$ cat config.mk
export PLATFORM = sky130hd
export DESIGN_NAME = mem_stage
export DESIGN_NICKNAME = d
export VERILOG_FILES = /design/src/rtl/mem_stage_pkg.sv /design/src/rtl/mem_stage_load_align.sv /design/src/rtl/mem_stage.sv
export SDC_FILE = /design/constraint.sdc
export NUM_CORES = 1
export LEC_CHECK = 0
export CAP_MARGIN = 10
export CORE_AREA = 2 2 195 159
export DETAILED_ROUTE_END_ITERATION = 8
export DIE_AREA = 0 0 197 161
export HOLD_SLACK_MARGIN = 0.03
export PLACE_DENSITY = 0.5
export SYNTH_ARGS = -nofsm -noshare
export SYNTH_HDL_FRONTEND = slang
export SYNTH_SLANG_ARGS = --single-unit
$ cat constraint.sdc
create_clock -name clk -period 2.3 [get_ports clk]
set_input_delay 0.46 -clock clk [delete_from_list [all_inputs] [get_ports clk]]
set_output_delay 0.46 -clock clk [all_outputs]
set_load 0.005 [all_outputs]
$ cat src/rtl/mem_stage_pkg.sv
// Shared definitions for the memory-access stage: load opcodes, bus widths
// and the bit offsets of every field on the EXE->MEM and MEM->WB buses.
package mem_stage_pkg;

  localparam int EXE2MEM_W = 107;
  localparam int MEM2WB_W  = 102;
  localparam int MEM_WR_W  = 39;

  typedef enum logic [2:0] {
    LD_W  = 3'b000,
    LD_B  = 3'b001,
    LD_H  = 3'b010,
    LD_BU = 3'b011,
    LD_HU = 3'b100
  } ld_op_e;

  localparam int IN_INST_LSB  = 0;
  localparam int IN_PC_LSB    = 32;
  localparam int IN_DEST_LSB  = 64;
  localparam int IN_GR_WE     = 69;
  localparam int IN_LD_OP_LSB = 70;
  localparam int IN_RES_MEM   = 73;
  localparam int IN_REQ       = 74;
  localparam int IN_ALU_LSB   = 75;

  localparam int OUT_INST_LSB = 0;
  localparam int OUT_PC_LSB   = 32;
  localparam int OUT_RES_LSB  = 64;
  localparam int OUT_DEST_LSB = 96;
  localparam int OUT_GR_WE    = 101;

endpackage

$ cat src/rtl/mem_stage_load_align.sv
// Load-data alignment: picks the byte/halfword lane from the low address bits
// and sign- or zero-extends it; unknown opcodes behave as a full-word load.
module mem_stage_load_align
  import mem_stage_pkg::*;
(
  input  logic [2:0]  ld_op,
  input  logic [1:0]  addr,
  input  logic [31:0] raw,
  output logic [31:0] load_data
);

  logic [7:0]  byte_sel;
  logic [15:0] half_sel;

  always_comb begin
    case (addr)
      2'b00:   byte_sel = raw[7:0];
      2'b01:   byte_sel = raw[15:8];
      2'b10:   byte_sel = raw[23:16];
      default: byte_sel = raw[31:24];
    endcase
    half_sel = addr[1] ? raw[31:16] : raw[15:0];

    case (ld_op)
      LD_B:    load_data = {{24{byte_sel[7]}}, byte_sel};
      LD_H:    load_data = {{16{half_sel[15]}}, half_sel};
      LD_BU:   load_data = {24'h0, byte_sel};
      LD_HU:   load_data = {16'h0, half_sel};
      default: load_data = raw;
    endcase
  end

endmodule

$ cat src/rtl/mem_stage.sv
// Memory-access pipeline stage: holds one instruction, waits for its data-SRAM
// response if a request was issued, and hands the aligned result to write-back.
module mem_stage
  import mem_stage_pkg::*;
#(
  parameter int BUS_IN_W  = EXE2MEM_W,
  parameter int BUS_OUT_W = MEM2WB_W,
  parameter int WR_BUS_W  = MEM_WR_W
) (
  input  logic                 clk,
  input  logic                 resetn,
  input  logic                 EXE_to_MEM_valid,
  output logic                 MEM_allow_in,
  input  logic [BUS_IN_W-1:0]  EXE_to_MEM_bus,
  input  logic                 data_sram_data_ok,
  input  logic [31:0]          data_sram_rdata,
  output logic                 MEM_to_WB_valid,
  input  logic                 WB_allow_in,
  output logic [BUS_OUT_W-1:0] MEM_to_WB_bus,
  output logic [WR_BUS_W-1:0]  MEM_wr_bus
);

  logic                mem_valid_q, mem_valid_d;
  logic                wait_resp_q, wait_resp_d;
  logic                buf_valid_q, buf_valid_d;
  logic [31:0]         rdata_buf_q, rdata_buf_d;
  logic [BUS_IN_W-1:0] bus_q, bus_d;

  logic        ready_go, leave, capture;
  logic [31:0] alu_result, pc, inst, raw, load_data, final_result;
  logic [2:0]  ld_op;
  logic [4:0]  dest;
  logic        res_from_mem, gr_we, load_pending;

  assign alu_result   = bus_q[IN_ALU_LSB +: 32];
  assign res_from_mem = bus_q[IN_RES_MEM];
  assign ld_op        = bus_q[IN_LD_OP_LSB +: 3];
  assign gr_we        = bus_q[IN_GR_WE];
  assign dest         = bus_q[IN_DEST_LSB +: 5];
  assign pc           = bus_q[IN_PC_LSB +: 32];
  assign inst         = bus_q[IN_INST_LSB +: 32];

  // A buffered response wins over the live bus, which may already carry the next reply.
  assign ready_go = ~wait_resp_q | data_sram_data_ok | buf_valid_q;
  assign leave    = ready_go & WB_allow_in;
  assign capture  = EXE_to_MEM_valid & MEM_allow_in;
  assign raw      = buf_valid_q ? rdata_buf_q : data_sram_rdata;

  mem_stage_load_align u_load_align (
    .ld_op     (ld_op),
    .addr      (alu_result[1:0]),
    .raw       (raw),
    .load_data (load_data)
  );

  assign final_result = res_from_mem ? load_data : alu_result;
  assign load_pending = mem_valid_q & res_from_mem & ~ready_go;

  assign MEM_allow_in    = ~mem_valid_q | leave;
  assign MEM_to_WB_valid = mem_valid_q & ready_go;
  assign MEM_to_WB_bus   = {gr_we, dest, final_result, pc, inst};
  assign MEM_wr_bus      = {gr_we & mem_valid_q, dest, final_result, load_pending};

  always_comb begin
    mem_valid_d = mem_valid_q;
    wait_resp_d = wait_resp_q;
    buf_valid_d = buf_valid_q;
    rdata_buf_d = rdata_buf_q;
    bus_d       = bus_q;

    if (MEM_allow_in) begin
      mem_valid_d = EXE_to_MEM_valid;
      wait_resp_d = capture & EXE_to_MEM_bus[IN_REQ];
    end
    if (capture) bus_d = EXE_to_MEM_bus;

    // Response arrived but write-back is blocked: park it until the stage drains.
    if (leave) begin
      buf_valid_d = 1'b0;
    end else if (data_sram_data_ok & wait_resp_q) begin
      buf_valid_d = 1'b1;
      rdata_buf_d = data_sram_rdata;
      wait_resp_d = 1'b0;
    end
  end

  always_ff @(posedge clk or negedge resetn) begin
    if (!resetn) begin
      mem_valid_q <= 1'b0;
      wait_resp_q <= 1'b0;
      buf_valid_q <= 1'b0;
      rdata_buf_q <= '0;
      bus_q       <= '0;
    end else begin
      mem_valid_q <= mem_valid_d;
      wait_resp_q <= wait_resp_d;
      buf_valid_q <= buf_valid_d;
      rdata_buf_q <= rdata_buf_d;
      bus_q       <= bus_d;
    end
  end

endmodule

**After elaboration in Yosys (flattened, before gate mapping)**

Cells that the tools add are included.

- Bits in registers: 142
- Bits in latches: 0
- Bits in writable memories: 0
- Memory bits (read-only): 0
- Bits of input ports: 144
- Output and inout bits: 143
- Word-level logic and storage cells: 39
- Memories kept: 0

- Add/subtract/negate cells: 0
- Multiply operators: 0
- Divide/modulo/power cells: 0
- $lt $le $gt $ge: 0
- Eq/ne operators: 6
- Shifts and indexed selects: 0
- Multiplexer cells: 10
- Bitwise gates (word level): 15
- Reduce and logical (&&, ||, !) cells: 3

Operators by type and width:

| kind | number |
|---|---|
| one-hot mux 32 bit (4 select lines) | 1 |
| 2-to-1 mux 32 bit | 2 |
| one-hot mux 8 bit (3 select lines) | 1 |
| 2-to-1 mux 16 bit | 1 |
| AND 1 bit | 8 |
| equality test 3 x 2 -> 1 bit, second input constant | 2 |
| 2-to-1 mux 1 bit | 5 |
| NOT 1 bit | 4 |
| equality test 3 x 1 -> 1 bit, second input constant | 1 |
| equality test 3 bit, second input constant | 1 |
| OR 1 bit | 3 |
| equality test 2 x 1 -> 1 bit, second input constant | 1 |
| equality test 2 bit, second input constant | 1 |
| logical NOT 2 bit | 1 |
| AND reduction 2 bit | 1 |
| nonzero test 2 bit | 1 |

**Depth between registers and ports, before layout**

Gate-level depths: netlist (run 1).

- Depth after elaboration: 10
- Gate-level depth with buffers: 8
- Depth with buffers taken out: 4

**Modules after synthesis**

From an unflattened synthesis (run 1), not the netlist that was laid out.

- Cells, all modules: 704
- Area, all modules: 8,421.8 um^2

Modules (own cells, without submodules):

| module | times used | cells an instance | area each (um^2) | sequential area each (um^2) |
|---|---|---|---|---|
| mem_stage | 1 | 488 | 7,018.0 | 3,528.4 |
| mem_stage_load_align | 1 | 216 | 1,403.8 | 0.0 |

**Least setup slack after synthesis (run 1)**

Ideal clock, no wire load.

- Path type: register to output
- Start: register buf_valid_q
- End: output port MEM_wr_bus[22]
- Arrival: 1,949 ps
- Required time: 1,840 ps
- Path slack: -109 ps
- Stages on the path, launching flop included: 9
- Path buffers: 4
- Cells stage by stage: dfrtp_1 -> buf_6 -> mux2_4 -> a22o_1 -> o21a_1 -> buf_6 -> buf_6 -> o32a_1 -> buf_4

- Cells in the longest elaborated chain, start to end: 4
- Elaborated cells between the ends (all ways): 5
- Those cells by class: 5 x mux

RTL lines:

| what | line | text |
|---|---|---|
| from (decl) | mem_stage.sv:25 | `logic buf_valid_q, buf_valid_d;` |
| from (signal assigned) | mem_stage.sv:97 | `buf_valid_q <= buf_valid_d;` |
| 2-to-1 mux 32 bit (*) | mem_stage.sv:47 | `assign raw = buf_valid_q ? rdata_buf_q : data_sram_rdata;` |
| one-hot mux 8 bit (3 select lines) / 2-to-1 mux 16 bit (equally long branches) | mem_stage_load_align.sv:16, mem_stage_load_align.sv:22 |  |
| one-hot mux 32 bit (4 select lines) (*) | mem_stage_load_align.sv:24 | `case (ld_op)` |
| 2-to-1 mux 32 bit (*) | mem_stage.sv:56 | `assign final_result = res_from_mem ? load_data : alu_result;` |
| to (decl) | mem_stage.sv:20 | `output logic [WR_BUS_W-1:0] MEM_wr_bus` |

Every way passes the cells marked *; elsewhere a longest branch is shown, timed or not.

**Worst setup path in the final report (run 1)**

- Start: register buf_valid_q
- End: output port MEM_wr_bus[31]

Same word-level chain as after synthesis.

==> results of run 1 <==
-- power by group through the flow --
stage / Clock (mW) / Sequential (mW) / Combinational [mW]
2_1_floorplan: 0 / 3.23 / 2.00
3_3_place_gp: 0 / 3.34 / 3.54
3_5_place_dp: 0 / 3.35 / 3.56
4_1_cts: 2.95 / 3.36 / 3.72
5_1_grt: 3.06 / 3.44 / 4.13
6_report: 2.84 / 3.37 / 3.84
-- layout by cell type, fill, tap and decap left out, types with 10 or more instances in the layout --
| cell | instances |
|---|---|
| clkdlybuf4s50_1 | 218 |
| buf_12 | 10 |
| mux2i_1 | 12 |
| buf_6 | 34 |
| buf_2 | 60 |
| o32a_1 | 18 |
| nand2_1 | 15 |
| dfrtp_1 | 136 |
| clkbuf_16 | 20 |
| mux2_2 | 138 |
| nor2_1 | 14 |
| o21ai_0 | 14 |
| mux2i_4 | 19 |
| buf_4 | 78 |
-- state kept, by name, indices dropped and copies added (netlist names) --
| signal | cells |
|---|---|
| wait_resp_q | 1 |
| rdata_buf_q | 32 |
| bus_q | 106 |
| mem_valid_q | 1 |
| buf_valid_q | 1 |
-- path summary, 6_finish.rpt --
| check | startpoint | to | slack (ps) | cells past startpoint |
|---|---|---|---|---|
| max reg2reg | buf_valid_q$_DFFE_PN0P_ | bus_q[71]$_DFFE_PN0N_ | 90 | 8 |
| min in group clk | bus_q[60]$_DFFE_PN0N_ | bus_q[60]$_DFFE_PN0N_ | 500 | 1 |
| min | resetn | bus_q[82]$_DFFE_PN0N_ | 500 | 2 |
| max | buf_valid_q$_DFFE_PN0P_ | MEM_wr_bus[31] | -590 | 6 |
| min reg2reg | bus_q[60]$_DFFE_PN0N_ | bus_q[60]$_DFFE_PN0N_ | 500 | 1 |
| max in group asynchronous | resetn | bus_q[101]$_DFFE_PN0N_ | 1140 | 3 |
-- cell type report --
type                       instances  area [µm²]
multi-input combinational        351        3840
antenna                            3        7.51
inverter                           1        3.75
fill                            2861       17500
timing repair buffer             413        3860
clock inverter                    14         148
tap                              383         479
clock buffer                      18         439
sequential                       141        3530
-- per-layer routing --
| layer | share of wire (%) | vias to the layer above |
|---|---|---|
| met5 | 0.099 | - |
| met4 | 2.2 | 4 |
| met3 | 9.6 | 30 |
| met2 | 46 | 219 |
| met1 | 42 | 2919 |
| li1 | - | 2776 |
-- synth_stat cells, types with 3 or more instances --
master / number / area, µm²
o21a_1: 3 / 22.5
buf_2: 12 / 60.1
o32a_1: 18 / 180
nand2b_1: 10 / 62.6
or2_2: 5 / 31.3
clkbuf_1: 17 / 63.8
nand2_1: 19 / 71.3
buf_6: 7 / 78.8
nand4b_1: 3 / 26.3
a31oi_1: 9 / 56.3
nor2b_1: 4 / 25.0
o211ai_1: 4 / 30.0
mux2i_1: 32 / 320
a41oi_1: 5 / 43.8
buf_4: 110 / 826
a21oi_1: 3 / 15.0
nor2_1: 19 / 71.3
mux2_2: 142 / 1600
a21boi_0: 3 / 22.5
dfrtp_1: 141 / 3530
o22ai_1: 11 / 68.8
o21ai_0: 27 / 135
-- cells by family after synthesis --
| group | share of synthesized area, % |
|---|---|
| muxes | 26.2 |
| buffers and inverters | 13.5 |
| DFF | 46.1 |
| AOI/OAI and AO/OA | 9.05 |
| and+or+nand+nor | 5.06 |
| xor gates and xnor gates | 0.114 |
-- worst max-delay path, stage by stage, from the launching register on --
cell	delay (ps)
dfrtp_2	510
mux2_4	340
a22o_4	260
o21a_4	240
buf_12	150
o32a_1	350
buf_2	150
-- per-stage QoR --
step / area [µm²] / utilization, % / power [mW] / setup TNS, ps / cells
after floorplan: 7660 / - / 5.23 / -508 / 640
after global placement: 10700 / 35.9 / 6.88 / -52540 / 1243
after detailed placement: 10700 / 35.9 / 6.92 / -53460 / 1243
after CTS: 12000 / 40.3 / 10.0 / -38370 / 1314
after global routing: 12300 / 41.3 / 10.6 / -37580 / 1321
final: 12300 / 41.3 / 10.0 / -31790 / 1324
-- what timing repair did --
action,4_1_cts,5_1_grt
cloned,3,3
hold buffers,1,0
pin swaps,52,38
endpoints found under the hold margin,29,0
resized for setup,380,72
buffers inserted,37,12
setup endpoints to repair,67,173
==> impl_summary.log, run 1 <==
[metrics] async set or reset register ratio after synthesis: 100%
[metrics] number of detailed-route iterations in the first pass: 4
[metrics] pin slew with the least headroom to its limit: 437 ps
[metrics] PwrDens: 816 mW/mm²
[metrics] setup repair after global routing missed its margin: true
[metrics] relative contribution of sequential cells to total power: 33.5%
[metrics] Initial Utilization: 25.7%
[metrics] proportion of layout cells with a drive suffix above 1: 49.6%
[metrics] die footprint: 0.0317 mm²
[metrics] Combinational Power Share: 38.2%
[metrics] fin worst setup slack: -588 ps
[metrics] outcome: complete, but fails checks
[metrics] final hold slack: 505 ps
[metrics] Clock Power Share: 28.3%
[metrics] critical path class: register to output port
[metrics] HPWL reported at the end of detailed placement: 18300 µm
[metrics] Arrival @ worst endpoint: 2430 ps
[metrics] maximum operating frequency: 346 MHz
[metrics] internal power: 6.84 mW
[metrics] worst clock skew on the final layout: 11.4 ps
[metrics] Primary FF master, synth: dfrtp_1
[metrics] vertical die dimension: 161 µm
[metrics] crit share post-route: 126%
[metrics] IO buf count: 286
[metrics] count of yosys warnings during synthesis: 0
[metrics] sequential element share of the synthesized area: 46.1%
[metrics] GR Util met3: 7.27%
[metrics] worst-case clock buffer depth: 2
[metrics] number of flops mapped to enable cells by yosys: 0
[metrics] violations in the final reports: negative setup slack
[metrics] remaining number of nets flagged by the antenna check after routing: 0
[metrics] instance count of the mapped netlist: 640
[metrics] overall track demand over capacity in global routing: 16.4%
[metrics] post-route DRC violation count: 0
[metrics] Req. time, crit path: 1840 ps
[metrics] share of total power consumed by net switching: 32.0%
[metrics] first-pass GRT wire length: 38800 µm
[metrics] headroom to the max-slew limit: 70.7%
[metrics] met1 global-route usage: 19.7%
[metrics] number of sinks handled by clock tree synthesis: 141
[metrics] average wire length per cell after detail routing: 19.7 µm
[metrics] GPL Wtd Cong: 0.773
[metrics] flops & latches, synth: 141
[metrics] H-tree depth: 4
[metrics] floorplan row count: 57
[metrics] critical path launch point type: register
[metrics] Clk pin slew, worst setup/hold paths: 70 ps
[metrics] maximum net fanout on the critical path: 8
[metrics] area of the core: 0.0298 mm²
[metrics] Mapped Area: 0.00766 mm²
[metrics] final critical path time including I/O delays and setup: 2890 ps
[metrics] I/O Pins: 287
[metrics] max-cap check violation count: 0
[metrics] vias in the first global route: 6447
[metrics] library cells used by synthesis: 49
[metrics] Layout Area Growth over Synthesis: 60.8%
[metrics] antenna violations before repair: 4
[metrics] clock tree from TritonCTS: done
[metrics] Final Max Slew Viols: 0
[metrics] width of the die: 197 µm
[metrics] most crowded layer after global routing: met2
[metrics] kind of path behind the tightest hold check: primary input to asynchronous set/reset pin
[metrics] leakage power figure: 4.98 nW
[metrics] final setup violation count: 64
[metrics] number of buffers added by the clock tree synthesis step: 17
[metrics] syn nets: 784
[metrics] Mapped Avg Cell Area: 12.0 µm²
[metrics] Worst Setup Slack post-DPL: -852 ps
[metrics] clock insertion delay at the later pin of the skew report: 430 ps
[metrics] Critical Path Sink Type: output port
[metrics] Congestion Overflow GR: 0
[metrics] Final nets: 1069
[metrics] vias per inst: 4.49
[metrics] final count of hold timing violations: 0
[metrics] met2 GRT Util: 26.5%
[metrics] buffer type at the clock tree root: clkbuf_16
[metrics] via count: 5948
[metrics] switching power of the nets: 3.21 mW
[metrics] largest voltage drop on the vdd net: 498 µV
[metrics] pin count of the biggest net entering global routing: 48
[metrics] wirelength, routed: 26100 µm
[metrics] detailed router's first-iteration violation count: 128
Power figures use the tool's default switching activity.
==> inputs of run 2 (changes only) <==
--- a/config.mk
+++ b/config.mk
@@ -5,12 +5,14 @@
 export SDC_FILE = /design/constraint.sdc
 export NUM_CORES = 1
 export LEC_CHECK = 0
+export ABC_CLOCK_PERIOD_IN_PS = 2300
 export CAP_MARGIN = 10
 export CORE_AREA = 2 2 195 159
 export DETAILED_ROUTE_END_ITERATION = 8
 export DIE_AREA = 0 0 197 161
 export HOLD_SLACK_MARGIN = 0.03
-export PLACE_DENSITY = 0.5
+export PLACE_DENSITY_LB_ADDON = 0.2
+export REMOVE_ABC_BUFFERS = 1
 export SYNTH_ARGS = -nofsm -noshare
 export SYNTH_HDL_FRONTEND = slang
 export SYNTH_SLANG_ARGS = --single-unit
==> run 2 against run 1 <==
The flow still finishes with violations (negative setup slack). Non-clock buffer count grew 39. Via count grew 4.0%. Critical path type unchanged. Hold slack is essentially flat. Clock power grew 8.1%. Clock skew grew 3.7 ps. Wire length grew 6.4%. Final cell count grew 2.7%. Sequential power is essentially flat. Sequential cell count is the same. Core utilization grew 1.9 points. Register-to-register slack lost 370 ps.
==> impl_summary.log, run 2 (synthesized netlist as in run 1, its figures left out) <==
[metrics] setup repair after global routing missed its margin: true (unchanged)
[metrics] headroom to the max-slew limit: 48.1% (was 70.7%)
[metrics] area of the core: 0.0298 mm² (unchanged)
[metrics] maximum net fanout on the critical path: 6 (was 8)
[metrics] largest voltage drop on the vdd net: 483 µV (was 498 µV)
[metrics] number of sinks handled by clock tree synthesis: 141 (unchanged)
[metrics] number of cell instances on the worst register-to-register path: 13 (was 8)
[metrics] clock insertion delay at the later pin of the skew report: 440 ps (was 430 ps)
[metrics] max-cap check violation count: 0 (unchanged)
[metrics] Fillers: 2816 (was 2861)
[metrics] floorplan row count: 57 (unchanged)
[metrics] # diodes: 0 (was 3)
[metrics] width of the die: 197 µm (unchanged)
[metrics] Worst setup startpoint: buf_valid_q$_DFFE_PN0P_ (unchanged)
[metrics] Req. time, crit path: 1840 ps (about the same)
[metrics] Initial Utilization: 25.7% (unchanged)
[metrics] pin count of the biggest net entering global routing: 41 (was 48)
[metrics] Clk pin slew, worst setup/hold paths: 70 ps (about the same)
[metrics] wirelength, routed: 27800 µm (was 26100 µm)
[metrics] worst-case clock buffer depth: 2 (unchanged)
[metrics] area of the multi-input gates: 0.00370 mm² (was 0.00384 mm²)
[metrics] leakage power figure: 5.46 nW (was 4.98 nW)
[metrics] critical path class: register to output port (unchanged)
[metrics] number of detailed-route iterations in the first pass: 4 (unchanged)
[metrics] clock tree from TritonCTS: done (unchanged)
[metrics] Final Max Slew Viols: 0 (unchanged)
[metrics] number of buffers added by the clock tree synthesis step: 17 (unchanged)
[metrics] final critical path time including I/O delays and setup: 3080 ps (was 2890 ps)
[metrics] buffer type at the clock tree root: clkbuf_16 (unchanged)
[metrics] final hold slack: 505 ps (about the same)
[metrics] final count of hold timing violations: 0 (unchanged)
[metrics] detailed router's first-iteration violation count: 218 (was 128)
[metrics] vias in the first global route: 6644 (was 6447)
[metrics] largest registers: bus_q (106), rdata_buf_q (32) (unchanged)
[metrics] Final nets: 1108 (was 1069)
[metrics] worst clock skew on the final layout: 15.1 ps (was 11.4 ps)
[metrics] proportion of layout cells with a drive suffix above 1: 48.2% (was 49.6%)
[metrics] Reg2Reg Setup Slack: -280 ps (was 90 ps)
[metrics] vertical die dimension: 161 µm (unchanged)
[metrics] HPWL reported at the end of detailed placement: 18100 µm (was 18300 µm)
[metrics] via count: 6186 (was 5948)
[metrics] max FFs per register: 106 (unchanged)
[metrics] pin slew with the least headroom to its limit: 779 ps (was 437 ps)
[metrics] Layout Area Growth over Synthesis: 68.1% (was 60.8%)
[metrics] startpoint of the most critical register-to-register path: buf_valid_q$_DFFE_PN0P_ (unchanged)
[metrics] r2r endpoint: bus_q[67]$_DFFE_PN0N_ (was bus_q[71]$_DFFE_PN0N_)
[metrics] antenna violations before repair: 1 (was 4)
[metrics] kind of path behind the tightest hold check: register to register (was primary input to asynchronous set/reset pin)
[metrics] maximum operating frequency: 325 MHz (was 346 MHz)
[metrics] GPL Wtd Cong: 0.725 (was 0.773)
[metrics] instance area after placement: 0.0108 mm² (was 0.0107 mm²)
[metrics] remaining number of nets flagged by the antenna check after routing: 0 (unchanged)
[metrics] violations in the final reports: negative setup slack (unchanged)
[metrics] outcome: complete, but fails checks (unchanged)
[metrics] crit share post-route: 134% (was 126%)
[metrics] PwrDens: 815 mW/mm² (was 816 mW/mm²)
[metrics] vias per inst: 4.55 (was 4.49)
[metrics] post-route DRC violation count: 0 (unchanged)
[metrics] endpoint of the most critical setup path: MEM_wr_bus[27] (was MEM_wr_bus[31])
[metrics] PnR Total Power: 10.5 mW (was 10.0 mW)
[metrics] I/O Pins: 287 (unchanged)
[metrics] overall track demand over capacity in global routing: 17.4% (was 16.4%)
[metrics] final instance area: 0.0129 mm² (was 0.0123 mm²)
[metrics] final setup violation count: 173 (was 64)
[metrics] IO buf count: 286 (unchanged)
[metrics] first-pass GRT wire length: 41000 µm (was 38800 µm)
[metrics] most common cell after layout, fill and taps aside: clkdlybuf4s50_1 (unchanged)
[metrics] H-tree depth: 4 (unchanged)
[metrics] fin worst setup slack: -782 ps (was -588 ps)
[metrics] most frequent cells in the layout: 220 x clkdlybuf4s50_1, 135 x dfrtp_1, 101 x mux2_2 (was 218 x clkdlybuf4s50_1, 138 x mux2_2, 136 x dfrtp_1)
[metrics] average wire length per cell after detail routing: 20.5 µm (was 19.7 µm)
[metrics] Congestion Overflow GR: 0 (unchanged)
[metrics] Arrival @ worst endpoint: 2620 ps (was 2430 ps)
[metrics] Critical Path Sink Type: output port (unchanged)
[metrics] area of all sequential standard cells: 0.00354 mm² (was 0.00353 mm²)
[metrics] critical path launch point type: register (unchanged)
[metrics] Reg with most FFs: bus_q (unchanged)
[metrics] die footprint: 0.0317 mm² (unchanged)
[run 2: cell count changes in the layout (fill, tap and decap cells not counted), moves of 6 or more]
cell,change
mux2_2,-37
o21ai_0,+6
buf_12,+7
buf_6,-10
buf_16,+15
mux2_4,+37
o22ai_1,+8
buf_4,+22
mux2i_4,-10
mux2i_1,+6
o22ai_2,-7
[run 2: critical path: stages, from the launching register on]
cell	delay (ps)
dfrtp_4	560
buf_12	160
mux2_4	310
o21a_1	220
o21a_4	250
buf_16	160
o32a_1	370
buf_2	160
[run 2: metrics by stage]
| stage | instances | setup slack (ps) | setup TNS (ps) | utilization, % |
|---|---|---|---|---|
| after detailed placement | 1254 | -945 | -63960 | 36.3 |
| after floorplan | 493 | -1330 | -183170 | - |
| after global routing | 1360 | -869 | -81620 | 43.2 |
| after global placement | 1254 | -939 | -67890 | 36.3 |
| after CTS | 1348 | -844 | -52760 | 42.4 |
| final | 1360 | -782 | -66430 | 43.2 |
[run 2: layout make-up]
class                           instances  area share, %
Clock buffer                           18           3.41
Clock inverter                         14           1.51
Inverter                                1         0.0292
Multi-Input combinational cell        351           28.8
Sequential cell                       141           27.5
Tap cell                              383           3.72
Timing Repair Buffer                  452           35.1
[run 2: metal layers]
| metal | track usage, % | vias up | part of all wire (%) |
|---|---|---|---|
| met4 | 4.24 | 2 | 1.1 |
| met5 | 0 | - | 0.032 |
| met2 | 27.4 | 223 | 45 |
| li1 | - | 2864 | - |
| met1 | 22.5 | 3077 | 45 |
| met3 | 6.97 | 20 | 8.7 |
[run 2: worst min-delay path by stage]
stage / from / depth (start not counted) / to / slack (ps)
finish: bus_q[63]$_DFFE_PN0N_ / 1 / bus_q[63]$_DFFE_PN0N_ / 500
global route: bus_q[63]$_DFFE_PN0N_ / 1 / bus_q[63]$_DFFE_PN0N_ / 520
CTS: bus_q[63]$_DFFE_PN0N_ / 1 / bus_q[63]$_DFFE_PN0N_ / 510
detailed placement: resetn / 1 / bus_q[95]$_DFFE_PN0N_ / 420
global placement: resetn / 1 / bus_q[95]$_DFFE_PN0N_ / 420
floorplan: resetn / 0 / buf_valid_q$_DFFE_PN0P_ / 160
[run 2: what timing repair did]
| action | CTS | global route |
|---|---|---|
| pin swaps | 39 | 13 |
| resized for setup | 403 | 35 |
| gates cloned | 16 | 2 |
| endpoints found under the hold margin | 34 | 0 |
| setup endpoints to repair | 173 | 173 |
| hold buffers | 1 | 0 |
| setup buffers | 45 | 11 |
[run 2: where the power goes]
group          total [mW]  switching, mW  internal [mW]
Combinational        4.07           1.60           2.47
Sequential           3.35          0.352           3.00
Clock                3.07           1.28           1.78
Total                10.5           3.24           7.26
==> inputs of run 3 (changes only) <==
--- a/config.mk
+++ b/config.mk
@@ -6,7 +6,6 @@
 export NUM_CORES = 1
 export LEC_CHECK = 0
 export ABC_CLOCK_PERIOD_IN_PS = 2300
-export CAP_MARGIN = 10
 export CORE_AREA = 2 2 195 159
 export DETAILED_ROUTE_END_ITERATION = 8
 export DIE_AREA = 0 0 197 161
==> results of run 3 <==
The final DEF is identical to that of run 2; final timing and power are the same.
